--- src/rtl/vr_loc_pkg.sv ---
// Shared definitions for the VR location quantiser.
// Contents: the width of the LOC bus, the reset LOC value, the FSM state type,
// and elaboration-time helpers for the detent step width and its log2.
// Nothing here is tied to a particular configuration.
package vr_loc_pkg;

  localparam int              LOC_W   = 8;
  localparam logic [LOC_W-1:0] LOC_RST = 8'h80;

  typedef enum logic {
    IDLE,
    SETTLE
  } state_t;

  // Smallest r such that 2**r >= v. Used only with power-of-two inputs.
  function automatic int log2c(input int v);
    int r;
    r = 0;
    for (int i = 0; i < 31; i++) begin
      if ((1 << i) < v) r = i + 1;
    end
    return r;
  endfunction

  // Number of LOC codes covered by one detent step.
  function automatic int step_width(input int steps);
    return (1 << LOC_W) / steps;
  endfunction

endpackage

--- src/rtl/vr_loc_evt_buf.sv ---
// One-deep valid/ready event register for committed step changes.
// The payload (step, direction) is held here and doubles as the committed
// position seen by the rest of the design.
// Ports:
//   clk_i, rst_ni   clock, asynchronous active-low reset
//   commit_i        load a new event this cycle
//   step_i, dir_i   payload of the new event
//   rdy_i           consumer accepts when vld_o & rdy_i at a rising edge
//   ovr_clr_i       synchronous clear of the overwrite flag
//   vld_o           event pending
//   step_o, dir_o   current payload / committed position
//   ovr_o           sticky: a pending event was replaced before it was taken
module vr_loc_evt_buf
  import vr_loc_pkg::*;
#(
  parameter int                STEP_W   = 4,
  parameter logic [STEP_W-1:0] STEP_RST = '0
) (
  input  logic              clk_i,
  input  logic              rst_ni,
  input  logic              commit_i,
  input  logic [STEP_W-1:0] step_i,
  input  logic              dir_i,
  input  logic              rdy_i,
  input  logic              ovr_clr_i,
  output logic              vld_o,
  output logic [STEP_W-1:0] step_o,
  output logic              dir_o,
  output logic              ovr_o
);

  logic              vld_q, vld_d;
  logic [STEP_W-1:0] step_q, step_d;
  logic              dir_q, dir_d;
  logic              ovr_q, ovr_d;

  always_comb begin
    vld_d  = vld_q;
    step_d = step_q;
    dir_d  = dir_q;
    ovr_d  = ovr_q;

    // A commit always leaves an event pending, even when the old one is
    // being accepted on the same edge.
    if (commit_i) begin
      vld_d  = 1'b1;
      step_d = step_i;
      dir_d  = dir_i;
    end else if (vld_q && rdy_i) begin
      vld_d = 1'b0;
    end

    // Setting beats a same-cycle clear.
    if (commit_i && vld_q && !rdy_i) begin
      ovr_d = 1'b1;
    end else if (ovr_clr_i) begin
      ovr_d = 1'b0;
    end
  end

  always_ff @(posedge clk_i or negedge rst_ni) begin
    if (!rst_ni) begin
      vld_q  <= 1'b0;
      step_q <= STEP_RST;
      dir_q  <= 1'b0;
      ovr_q  <= 1'b0;
    end else begin
      vld_q  <= vld_d;
      step_q <= step_d;
      dir_q  <= dir_d;
      ovr_q  <= ovr_d;
    end
  end

  assign vld_o  = vld_q;
  assign step_o = step_q;
  assign dir_o  = dir_q;
  assign ovr_o  = ovr_q;

endmodule

--- src/rtl/vr_loc_quant.sv ---
// Quantises the VR detector's 8-bit location into C_STEPS detent steps with
// hysteresis and a settle timer, and reports each committed step change as
// an event over a valid/ready handshake.
// Optional build macro: VR_LOC_QUANT_SLEW_EN -- when defined, every commit
// moves one step toward the target (a k-step jump gives k events); when
// undefined, a commit jumps straight to the target.
// Ports:
//   CK_i        clock
//   XARST_i     asynchronous active-low reset
//   EN_CK_i     qualifies settle counting only (tie high when unused)
//   LOC_i       location from detector
//   STEP_o      committed step index
//   DIR_o       direction of last commit, 1 = up
//   EVT_VLD_o   event valid
//   EVT_RDY_i   event accepted when VLD & RDY at a rising edge
//   OVR_o       sticky overwrite flag
//   OVR_CLR_i   synchronous clear of OVR_o
module vr_loc_quant
  import vr_loc_pkg::*;
#(
  parameter int  C_STEPS  = 16,
  parameter int  C_HYS    = 4,
  parameter int  C_SETTLE = 1024,
  localparam int STEP_W   = log2c(C_STEPS)
) (
  input  logic              CK_i,
  input  logic              XARST_i,
  input  logic              EN_CK_i,
  input  logic [LOC_W-1:0]  LOC_i,
  output logic [STEP_W-1:0] STEP_o,
  output logic              DIR_o,
  output logic              EVT_VLD_o,
  input  logic              EVT_RDY_i,
  output logic              OVR_o,
  input  logic              OVR_CLR_i
);

  localparam int                W        = step_width(C_STEPS);
  localparam int                SH       = log2c(W);
  localparam logic [STEP_W-1:0] STEP_RST = STEP_W'(C_STEPS / 2);
  localparam logic [STEP_W-1:0] STEP_MAX = STEP_W'(C_STEPS - 1);

  logic [LOC_W-1:0]  loc_d_q;
  state_t            state_q, state_d;
  logic [15:0]       cnt_q, cnt_d;
  logic [16:0]       cnt_inc;
  logic [STEP_W-1:0] cand_q, cand_d;
  logic [STEP_W-1:0] cand;
  logic [STEP_W-1:0] step;
  logic [STEP_W-1:0] tgt;
  logic              tgt_up;
  logic              commit;
  logic              outside;

  // Window arithmetic is done in 11-bit signed so lo may go negative and
  // hi may exceed 255 without wrapping.
  logic signed [10:0] base_s, lo_s, hi_s, loc_s;

  assign base_s = $signed(11'(step) << SH);
  assign lo_s   = base_s - $signed(11'(C_HYS));
  assign hi_s   = base_s + $signed(11'(W - 1 + C_HYS));
  assign loc_s  = $signed({3'b000, loc_d_q});

  // The bottom step has no lower edge and the top step no upper edge.
  assign outside = ((step != '0)      && (loc_s < lo_s)) ||
                   ((step != STEP_MAX) && (loc_s > hi_s));

  assign cand    = STEP_W'(loc_d_q >> SH);
  assign cnt_inc = {1'b0, cnt_q} + 17'd1;

`ifdef VR_LOC_QUANT_SLEW_EN
  assign tgt = (cand_q > step) ? step + STEP_W'(1) : step - STEP_W'(1);
`else
  assign tgt = cand_q;
`endif
  assign tgt_up = (tgt > step);

  always_comb begin
    state_d = state_q;
    cnt_d   = cnt_q;
    cand_d  = cand_q;
    commit  = 1'b0;
    case (state_q)
      IDLE: begin
        if (outside && EN_CK_i) begin
          state_d = SETTLE;
          cand_d  = cand;
          cnt_d   = 16'd1;
        end
      end
      SETTLE: begin
        if (!outside) begin
          state_d = IDLE;
          cnt_d   = '0;
        end else if (cand != cand_q) begin
          cand_d = cand;
          cnt_d  = 16'd1;
        end else if (EN_CK_i) begin
          // Commit on the edge where the count would reach C_SETTLE.
          if (cnt_inc >= 17'(C_SETTLE)) begin
            commit  = 1'b1;
            state_d = IDLE;
            cnt_d   = '0;
          end else begin
            cnt_d = cnt_inc[15:0];
          end
        end
      end
      default: begin
        state_d = IDLE;
        cnt_d   = '0;
      end
    endcase
  end

  always_ff @(posedge CK_i or negedge XARST_i) begin
    if (!XARST_i) begin
      loc_d_q <= LOC_RST;
      state_q <= IDLE;
      cnt_q   <= '0;
      cand_q  <= STEP_RST;
    end else begin
      loc_d_q <= LOC_i;
      state_q <= state_d;
      cnt_q   <= cnt_d;
      cand_q  <= cand_d;
    end
  end

  vr_loc_evt_buf #(
    .STEP_W   (STEP_W),
    .STEP_RST (STEP_RST)
  ) u_evt_buf (
    .clk_i     (CK_i),
    .rst_ni    (XARST_i),
    .commit_i  (commit),
    .step_i    (tgt),
    .dir_i     (tgt_up),
    .rdy_i     (EVT_RDY_i),
    .ovr_clr_i (OVR_CLR_i),
    .vld_o     (EVT_VLD_o),
    .step_o    (step),
    .dir_o     (DIR_o),
    .ovr_o     (OVR_o)
  );

  assign STEP_o = step;

endmodule

--- config.mk ---
export PLATFORM = sky130hd
export DESIGN_NAME = vr_loc_quant
export DESIGN_NICKNAME = d
export VERILOG_FILES = /design/src/rtl/vr_loc_pkg.sv /design/src/rtl/vr_loc_evt_buf.sv /design/src/rtl/vr_loc_quant.sv
export SDC_FILE = /design/constraint.sdc
export NUM_CORES = 1
export LEC_CHECK = 0
export ABC_AREA = 1
export CORE_UTILIZATION = 45
export CTS_CLUSTER_SIZE = 30
export DETAILED_ROUTE_END_ITERATION = 6
export MAX_ROUTING_LAYER = met4
export PLACE_DENSITY_LB_ADDON = 0.05
export SLEW_MARGIN = 20
export SYNTH_ARGS = -nofsm -noshare
export SYNTH_HDL_FRONTEND = slang
export SYNTH_SLANG_ARGS = --single-unit
--- constraint.sdc ---
create_clock -name CK_i -period 2.77 [get_ports CK_i]
set_input_delay 0.4155 -clock CK_i [delete_from_list [all_inputs] [get_ports CK_i]]
set_output_delay 0.4155 -clock CK_i [all_outputs]
set_load 0.005 [all_outputs]
# == Yosys cells after proc, flatten, opt, wreduce, memory -nomap -nowiden ==
# Cells that the tools add are included.
# op_classes
addsub,3
n_lt_le_gt_ge,4
eq_ne,6
n_mux,25
n_bitwise,1
reduce_logical,13
# ops
operator,n
16-bit two-way mux,5
16-bit one-hot mux with 2 select lines,1
"16-bit by 1-bit adder with 17-bit output, second input constant",1
"17-bit by 11-bit >= comparator with 1-bit output, second input constant",1
1-bit two-way mux,14
4-bit two-way mux,3
"8-bit by 5-bit adder with 9-bit output, second input constant",1
8-bit by 9-bit > comparator with 1-bit output,1
9-bit less-than comparator,1
"8-bit by 3-bit subtractor with 9-bit output, second input constant",1
4-bit one-hot mux with 2 select lines,1
1-bit logical AND,6
4-bit > comparator,1
"2-bit by 1-bit != test with 1-bit output, second input constant",2
"4-bit by 3-bit != test with 1-bit output, second input constant",1
4-bit != test,1
"4-bit != test, second input constant",1
2-bit nonzero test,2
4-bit nonzero test,1
3-bit AND reduction,1
"2-bit != test, second input constant",1
1-bit one-hot mux with 2 select lines,1
2-bit AND reduction,1
1-bit zero test,1
2 further kinds,2
# word_totals
regBits,36
out_inout_bits,7
word_cells,60

# == Longest topological paths before layout ==
# Gate-level depths: netlist of run 1.
# logic_depth
depth_word,10
ltp_mapped,17
depth_no_buf,16

# == Hierarchy ==
# From an unflattened synthesis of run 1, not the netlist that was laid out.
# hier_totals
hier_cells,261
hier_area_um2,2129.5
# modules_own_cells
module,n_inst,cells_per_inst,area_per_inst_um2,seq_area_each_um2
vr_loc_quant,1,231,1865.5,728.2
vr_loc_evt_buf,1,30,264.0,176.4

# == Least setup slack after synthesis of run 1 ==
# OpenSTA, ideal clock, no wires.
# synth_timing
path_kind,register to register
startpoint,register u_evt_buf.step_q[0] (netlist: u_evt_buf.step_o[0])
endpoint,register cnt_q[2]
t_arrival_ns,2.046
required_ns,2.653
slack_ns,0.607
stages_incl_launch_ff,18
n_path_buf,1
synth_period_minus_slack_ns,2.163
cell_sequence,dfrtp_1 > inv_1 > ha_1 > xnor2_1 > ha_1 > nand2_1 > nand2_1 > nand3_1 > nand2_1 > clkinv_1 > nand4_2 > nand2_4 > nand2_4 > nand2_2 > nand2_2 > buf_6 > nand2_1 > nand2_1
# synth_via
elab_chain_len,7
# synth_lines
element,line,rtl
from (decl),vr_loc_evt_buf.sv:33,"logic [STEP_W-1:0] step_q, step_d;"
from (signal assigned),vr_loc_evt_buf.sv:69,step_q <= step_d;
8-bit by 3-bit subtractor with 9-bit output or 8-bit by 5-bit adder with 9-bit output (tied branches),"vr_loc_quant.sv:60, vr_loc_quant.sv:61",
9-bit less-than comparator or 8-bit by 9-bit > comparator with 1-bit output (tied branches),"vr_loc_quant.sv:65, vr_loc_quant.sv:66",
1-bit logical AND (on tied branches),"vr_loc_quant.sv:65, vr_loc_quant.sv:66",
1-bit logical OR (*),vr_loc_quant.sv:65,assign outside = ((step != '0) && (loc_s < lo_s)) ||
1-bit logical AND,vr_loc_quant.sv:85,if (outside && EN_CK_i) begin
2-bit != test (no line),--,
2-bit AND reduction (no line),--,
to (signal assigned),vr_loc_quant.sv:125,cnt_q <= cnt_d;
to (decl),vr_loc_quant.sv:45,"logic [15:0] cnt_q, cnt_d;"
# Every way passes the cells marked *; elsewhere a longest branch is shown, timed or not.
# A chain may end at the register's enable or synchronous reset.

# == Worst setup path after layout of run 1 ==
# layout_timing
startpoint,register u_evt_buf.step_q[0] (netlist: u_evt_buf.step_o[0])
endpoint,register u_evt_buf.step_q[2] (netlist: u_evt_buf.step_o[2])
# layout_via
elab_chain_len,6
# layout_lines
element,line,rtl
8-bit by 3-bit subtractor with 9-bit output or 8-bit by 5-bit adder with 9-bit output (tied branches),"vr_loc_quant.sv:60, vr_loc_quant.sv:61",
9-bit less-than comparator or 8-bit by 9-bit > comparator with 1-bit output (tied branches),"vr_loc_quant.sv:65, vr_loc_quant.sv:66",
1-bit logical AND (on tied branches),"vr_loc_quant.sv:65, vr_loc_quant.sv:66",
1-bit logical OR (*),vr_loc_quant.sv:65,
1-bit two-way mux (*),vr_loc_quant.sv:92,if (!outside) begin
1-bit two-way mux (*),vr_loc_quant.sv:83,case (state_q)
# Marked as above.

==> out/results.ini, run 1 <==
[worst_setup_path]
crit_chain=inv_1 -> ha_1 -> xnor2_1 -> ha_1 -> nand2_1 -> nand2_1 -> nand3_1 -> nand2_1 -> clkinv_1 -> nand4_2 -> nand2_4 -> nand2_4 -> nor2_4 -> buf_4 -> nand2_2 -> o21ai_2
critPathSlowestCell=dfrtp_1
path_buf_inv=3
required_ns=2.99
critPathMaxStageDelay_ns=0.46
timing.critical_path.mode_cell=nand2_1
arrival_ns=2.67
setup.worst_path.class=reg -> reg
worstPathMaxFanout=10
cp-start-kind=flip-flop
end_kind=flip-flop
path_delay_family=simple AND/OR/NAND/NOR gates

[place]
place.gp.congestion=0.880
placed_area_mm2=0.00243
io_buffers=19
post-place-cells=337
hpwl_mm=3.01

[synthesis]
syn_inst=256
synth.avg_cell_area_um2=8.60
synth.net_count=284
synthArstFlopShare_pct=100
ys_seq_elements=36
yosysUniqueCellTypes=35
ys.flop_type=dfrtp_1
synth_area_mm2=0.00220
yosysWarnings=0
synth_enable_flop_cells=0
ys_seq_area_share_pct=41.1

[route]
dr.first_iter.drc_count=80
drt-pass1-iter-count=4
wirelength_mm=4.09
viasPerCell=4.80
drc=0
dr_total_vias=1674
detail-route-antenna-nets=0
post_drt_wl_per_cell_um=11.7

[timing]
fin_crit_sh_pct=88.6
post-route-min-period_ns=2.45
worst_pin_slew_ns=0.799
relSlewSlack_pct=46.7
finClkSkew_ns=0.00624
rsz0062_at_grt=false
final_hold_viol_count=0
slew_viol_final=0
finalSetupViolCount=0
holdWs_ns=0.205
max_freq_mhz=407
fin_tns_setup_ns=0

[global_routing]
grt_pass1_vias=1536
grt_remaining_overflow=0
grt_pass1_wl_mm=7.18
grt_usage_pct=18.8
grt_start_max_net_pins=37
antenna_found_initial=0
grtUsageMet2_pct=25.5
met1_usage_pct=27.7
grt_busiest_layer=met1
met3_usage_pct=4.58

[final_layout]
final_util_pct=54.4
drive_gt1_share_pct=19.1
antennaDiodeCount=0
final_cell_area_mm2=0.00257
finalNonFillerCells=349
nNetsFinal=309
syn_to_final_growth_pct=16.6
mostFrequentLayoutCell=nand2_1
layout_common_cells=nand2_1, dfrtp_1, inv_1

[clock_network]
clk_pin_slew_worst_paths_ns=0.07
htreeDepth=2
cts_buffers=5
cts_buffer_depth=2
cts_hold_buf=0
cts_tree=done
clk_latency_ns=0.29
cts_sinks=36
root_buffer=clkbuf_8

[power]
p_per_area_mw_per_mm2=435
peakVddDrop_mv=0.288
leakage_nw=1.22

[floorplanning]
floorplan.die_area_mm2=0.00518
core_mm2=0.00472
initial_core_util_pct=46.6
io_pins=20
fp.dieH_um=72.0
rows=25
die_w_um=72.0

[outcome]
outcome=complete, no violations

[hold_path]
hp-class=in -> async

[job]
cap_violations=0

==> Yosys cell counts, types with 2 or more instances <==
cell        n  area share, %
buf_2       2           0.45
o21ai_2     5            2.0
nor2_1     13            2.2
nand2_2    10            2.8
nand3b_1    2           0.68
ha_1       15            8.5
nand2_4     4            2.0
inv_1      28            4.8
nor2_4      2            1.0
nand4_1     3           0.85
dfstp_2     3            3.6
buf_6       3            1.5
o2111ai_1   4            1.6
or2_1       3           0.85
xnor2_1     6            2.4
o21ai_0     2           0.45
a21oi_1     4           0.91
o211ai_1    2           0.68
nor3_1      2           0.45
nand3_1    25            5.7
inv_2       2           0.34
nand2_1    57            9.7
nand3_2     3            1.4
xor2_1      5            2.0
nor3b_1     2           0.68
dfrtp_1    33             37
nor2_2      8            2.3
==> worst paths after layout <==
path	cells past startpoint	endpoint	from	slack [ns]
hold / removal	1	u_evt_buf.step_o[2]$_DFFE_PN0P_	XARST_i	0.20
max in group asynchronous	1	cnt_q[9]$_DFFE_PN0P_	XARST_i	2.05
setup reg to reg	16	u_evt_buf.step_o[2]$_DFFE_PN0P_	u_evt_buf.step_o[0]$_DFFE_PN0P_	0.32
min in group CK_i	2	u_evt_buf.dir_o$_DFFE_PN0P_	u_evt_buf.dir_o$_DFFE_PN0P_	0.50
setup / recovery	16	u_evt_buf.step_o[2]$_DFFE_PN0P_	u_evt_buf.step_o[0]$_DFFE_PN0P_	0.32
hold reg to reg	2	u_evt_buf.dir_o$_DFFE_PN0P_	u_evt_buf.dir_o$_DFFE_PN0P_	0.50
==> final cells by class <==
class                      count  area (um2)
clock buffer                   8         100
fill                         442        2150
inverter                      31         116
multi-input combinational    182        1130
sequential                    36         905
tap                           67        83.8
timing repair buffer          25         230
==> registers in the layout (all words and copies together) (netlist names) <==
register,count
loc_d_q,8
u_evt_buf.dir_o,1
u_evt_buf.ovr_o,1
cand_q,4
cnt_q,16
state_q,1
u_evt_buf.vld_o,1
u_evt_buf.step_o,4
==> timing repair <==
action | in CTS | in global routing
endpoints found under the setup margin | 0 | 13
setup buffers | 0 | 4
resized for setup | 0 | 2
==> metal layers <==
layer,wire (um),vias to the layer above
met3,172,6
met2,1570,36
met1,2310,755
met4,46,0
li1,-,877
met5,0,-
==> cells by family after synthesis <==
family	Yosys count	synth area share (%)
simple gates	137	31.8
fa+ha+maj	15	8.52
flops	36	41.1
xor+xnor	11	4.37
buf+inv	38	7.78
compound gates	19	6.42
==> per-stage QoR <==
step / setup WS [ns] / total power, W
after CTS: 0.209 / 0.00113
after floorplan: 0.607 / 0.000665
after global placement: 0.320 / 0.000715
final: 0.315 / 0.00112
after detailed placement: 0.233 / 0.000714
after global routing: 0.0615 / 0.00118
==> power breakdown <==
group          total (W)  internal, W  leakage, nW  switching, W
Combinational   0.000134    0.0000553        0.727     0.0000791
Clock           0.000412     0.000227       0.0515      0.000185
Sequential      0.000570     0.000547        0.445     0.0000229
Total            0.00112     0.000830         1.22      0.000287
Power figures use the tool's default switching activity.
==> run 2: changes to the inputs <==
--- a/config.mk
+++ b/config.mk
@@ -11,7 +11,9 @@
 export DETAILED_ROUTE_END_ITERATION = 6
 export MAX_ROUTING_LAYER = met4
 export PLACE_DENSITY_LB_ADDON = 0.05
+export SKIP_LAST_GASP = 1
 export SLEW_MARGIN = 20
 export SYNTH_ARGS = -nofsm -noshare
 export SYNTH_HDL_FRONTEND = slang
 export SYNTH_SLANG_ARGS = --single-unit
+export TNS_END_PERCENT = 10
==> out/results.ini, run 2 (same netlist as run 1, synthesis figures left out) <==
[place]
placed_area_mm2=0.00243
place_ws_ns=0.233
place.gp.congestion=0.880
io_buffers=19
hpwl_mm=3.01

[worst_setup_path]
crit_chain=inv_1 -> ha_1 -> xnor2_1 -> ha_1 -> nand2_1 -> nand2_1 -> nand3_1 -> nand2_1 -> clkinv_1 -> nand4_2 -> nand2_4 -> nand2_4 -> nor2_4 -> inv_1 -> nand2_1 -> nand2_1
path_delay_family=simple AND/OR/NAND/NOR gates
path_buf_inv=3
required_ns=2.95
timing.critical_path.mode_cell=nand2_1
worstPathMaxFanout=11
reg2reg_from=u_evt_buf.step_o[0]$_DFFE_PN0P_
cp-startpoint=u_evt_buf.step_o[0]$_DFFE_PN0P_
arrival_ns=2.71
critPathSlowestCell=dfrtp_1
end_kind=flip-flop
rr_endpoint=u_evt_buf.dir_o$_DFFE_PN0P_
rrSetupSlack_ns=0.24
cp-start-kind=flip-flop
critPathMaxStageDelay_ns=0.46
setup.worst_path.class=reg -> reg
r2r_cells=16

[floorplanning]
rows=25
io_pins=20
die_w_um=72.0
core_mm2=0.00472
floorplan.die_area_mm2=0.00518
fp.dieH_um=72.0
initial_core_util_pct=46.6

[global_routing]
grt_start_max_net_pins=37
met3_usage_pct=4.58
grt_pass1_wl_mm=7.18
antenna_found_initial=0
grt_remaining_overflow=0
grt_usage_pct=18.8
grt_busiest_layer=met1
grt_pass1_vias=1536
grtUsageMet2_pct=25.5
met1_usage_pct=27.7

[route]
dr.first_iter.drc_count=92
viasPerCell=4.78
detail-route-antenna-nets=0
wirelength_mm=4.07
post_drt_wl_per_cell_um=11.8
dr_total_vias=1650
drt-pass1-iter-count=4
drc=0

[clock_network]
cts_buffer_depth=2
cts_tree=done
clk_latency_ns=0.29
root_buffer=clkbuf_8
cts_sinks=36
cts_buffers=5
clk_pin_slew_worst_paths_ns=0.07
htreeDepth=2

[timing]
relSlewSlack_pct=47.0
fin_ws_ns=0.241
finalSetupViolCount=0
worst_pin_slew_ns=0.794
finClkSkew_ns=0.00542
max_freq_mhz=395
post-route-min-period_ns=2.53
fin_crit_sh_pct=91.3
final_hold_viol_count=0
fin_tns_setup_ns=0
slew_viol_final=0
rsz0062_at_grt=true

[final_layout]
layout_common_cells=nand2_1, dfrtp_1, inv_1
drive_gt1_share_pct=17.6
largest-register=cnt_q
final_cell_area_mm2=0.00254
fillCellCount=446
antennaDiodeCount=0
nNetsFinal=305
mostFrequentLayoutCell=nand2_1
syn_to_final_growth_pct=15.2
largest_reg_flops=16
biggestRegsByFlops=cnt_q: 16 flops, loc_d_q: 8 flops

[job]
cap_violations=0

[power]
p_per_area_mw_per_mm2=440
leakage_nw=1.20
peakVddDrop_mv=0.288

[outcome]
outcome=complete, no violations

[hold_path]
hp-class=in -> async

run 2: layout make-up:
cell class                 count  area (um2)  area share [%]
multi-input combinational    182        1130            44.6
sequential                    36         905            35.7
timing repair buffer          21         200            7.89
inverter                      31         116            4.59
clock buffer                   8         100            3.95
tap                           67        83.8            3.31
run 2: how the worst max path moves through the flow:
stage                                   to  slack (ns)  depth (start not counted)
2_1_floorplan         cnt_q[2]$_DFFE_PN0P_        0.61                         17
3_3_place_gp   u_evt_buf.dir_o$_DFFE_PN0P_        0.32                         15
3_5_place_dp          cnt_q[9]$_DFFE_PN0P_        0.23                         15
4_1_cts               cnt_q[2]$_DFFE_PN0P_        0.21                         15
5_1_grt               cnt_q[1]$_DFFE_PN0P_       -0.04                         14
6_report       u_evt_buf.dir_o$_DFFE_PN0P_        0.24                         16
run 2: report_power, final:
part	leakage, nW	switching, W	internal [W]
Combinational	0.705	0.0000788	0.0000551
Clock	0.0515	0.000186	0.000227
Sequential	0.445	0.0000227	0.000547
run 2: what timing repair did:
| action | 4_1_cts | 5_1_grt |
|---|---|---|
| endpoints found under the setup margin | 0 | 13 |
| buffers inserted | 0 | 0 |
| resized for setup | 0 | 1 |
| hold buffers | 0 | 0 |
run 2: metrics by stage:
| stage | instances | hold WS [ns] | utilization [%] | power (W) |
|---|---|---|---|---|
| final | 345 | 0.202 | 53.7 | 0.00112 |
| after global routing | 345 | 0.277 | 53.7 | 0.00118 |
| after CTS | 345 | 0.241 | 53.6 | 0.00113 |
| after detailed placement | 337 | 0.461 | 51.5 | 0.000714 |
| after global placement | 337 | 0.478 | 51.5 | 0.000715 |
| after floorplan | 256 | 0.120 | - | 0.000665 |
run 2: routing by layer:
metal	vias up	wire length [um]
met5	-	0
met4	0	31
met3	4	151
met2	32	1570
met1	748	2310
li1	866	-
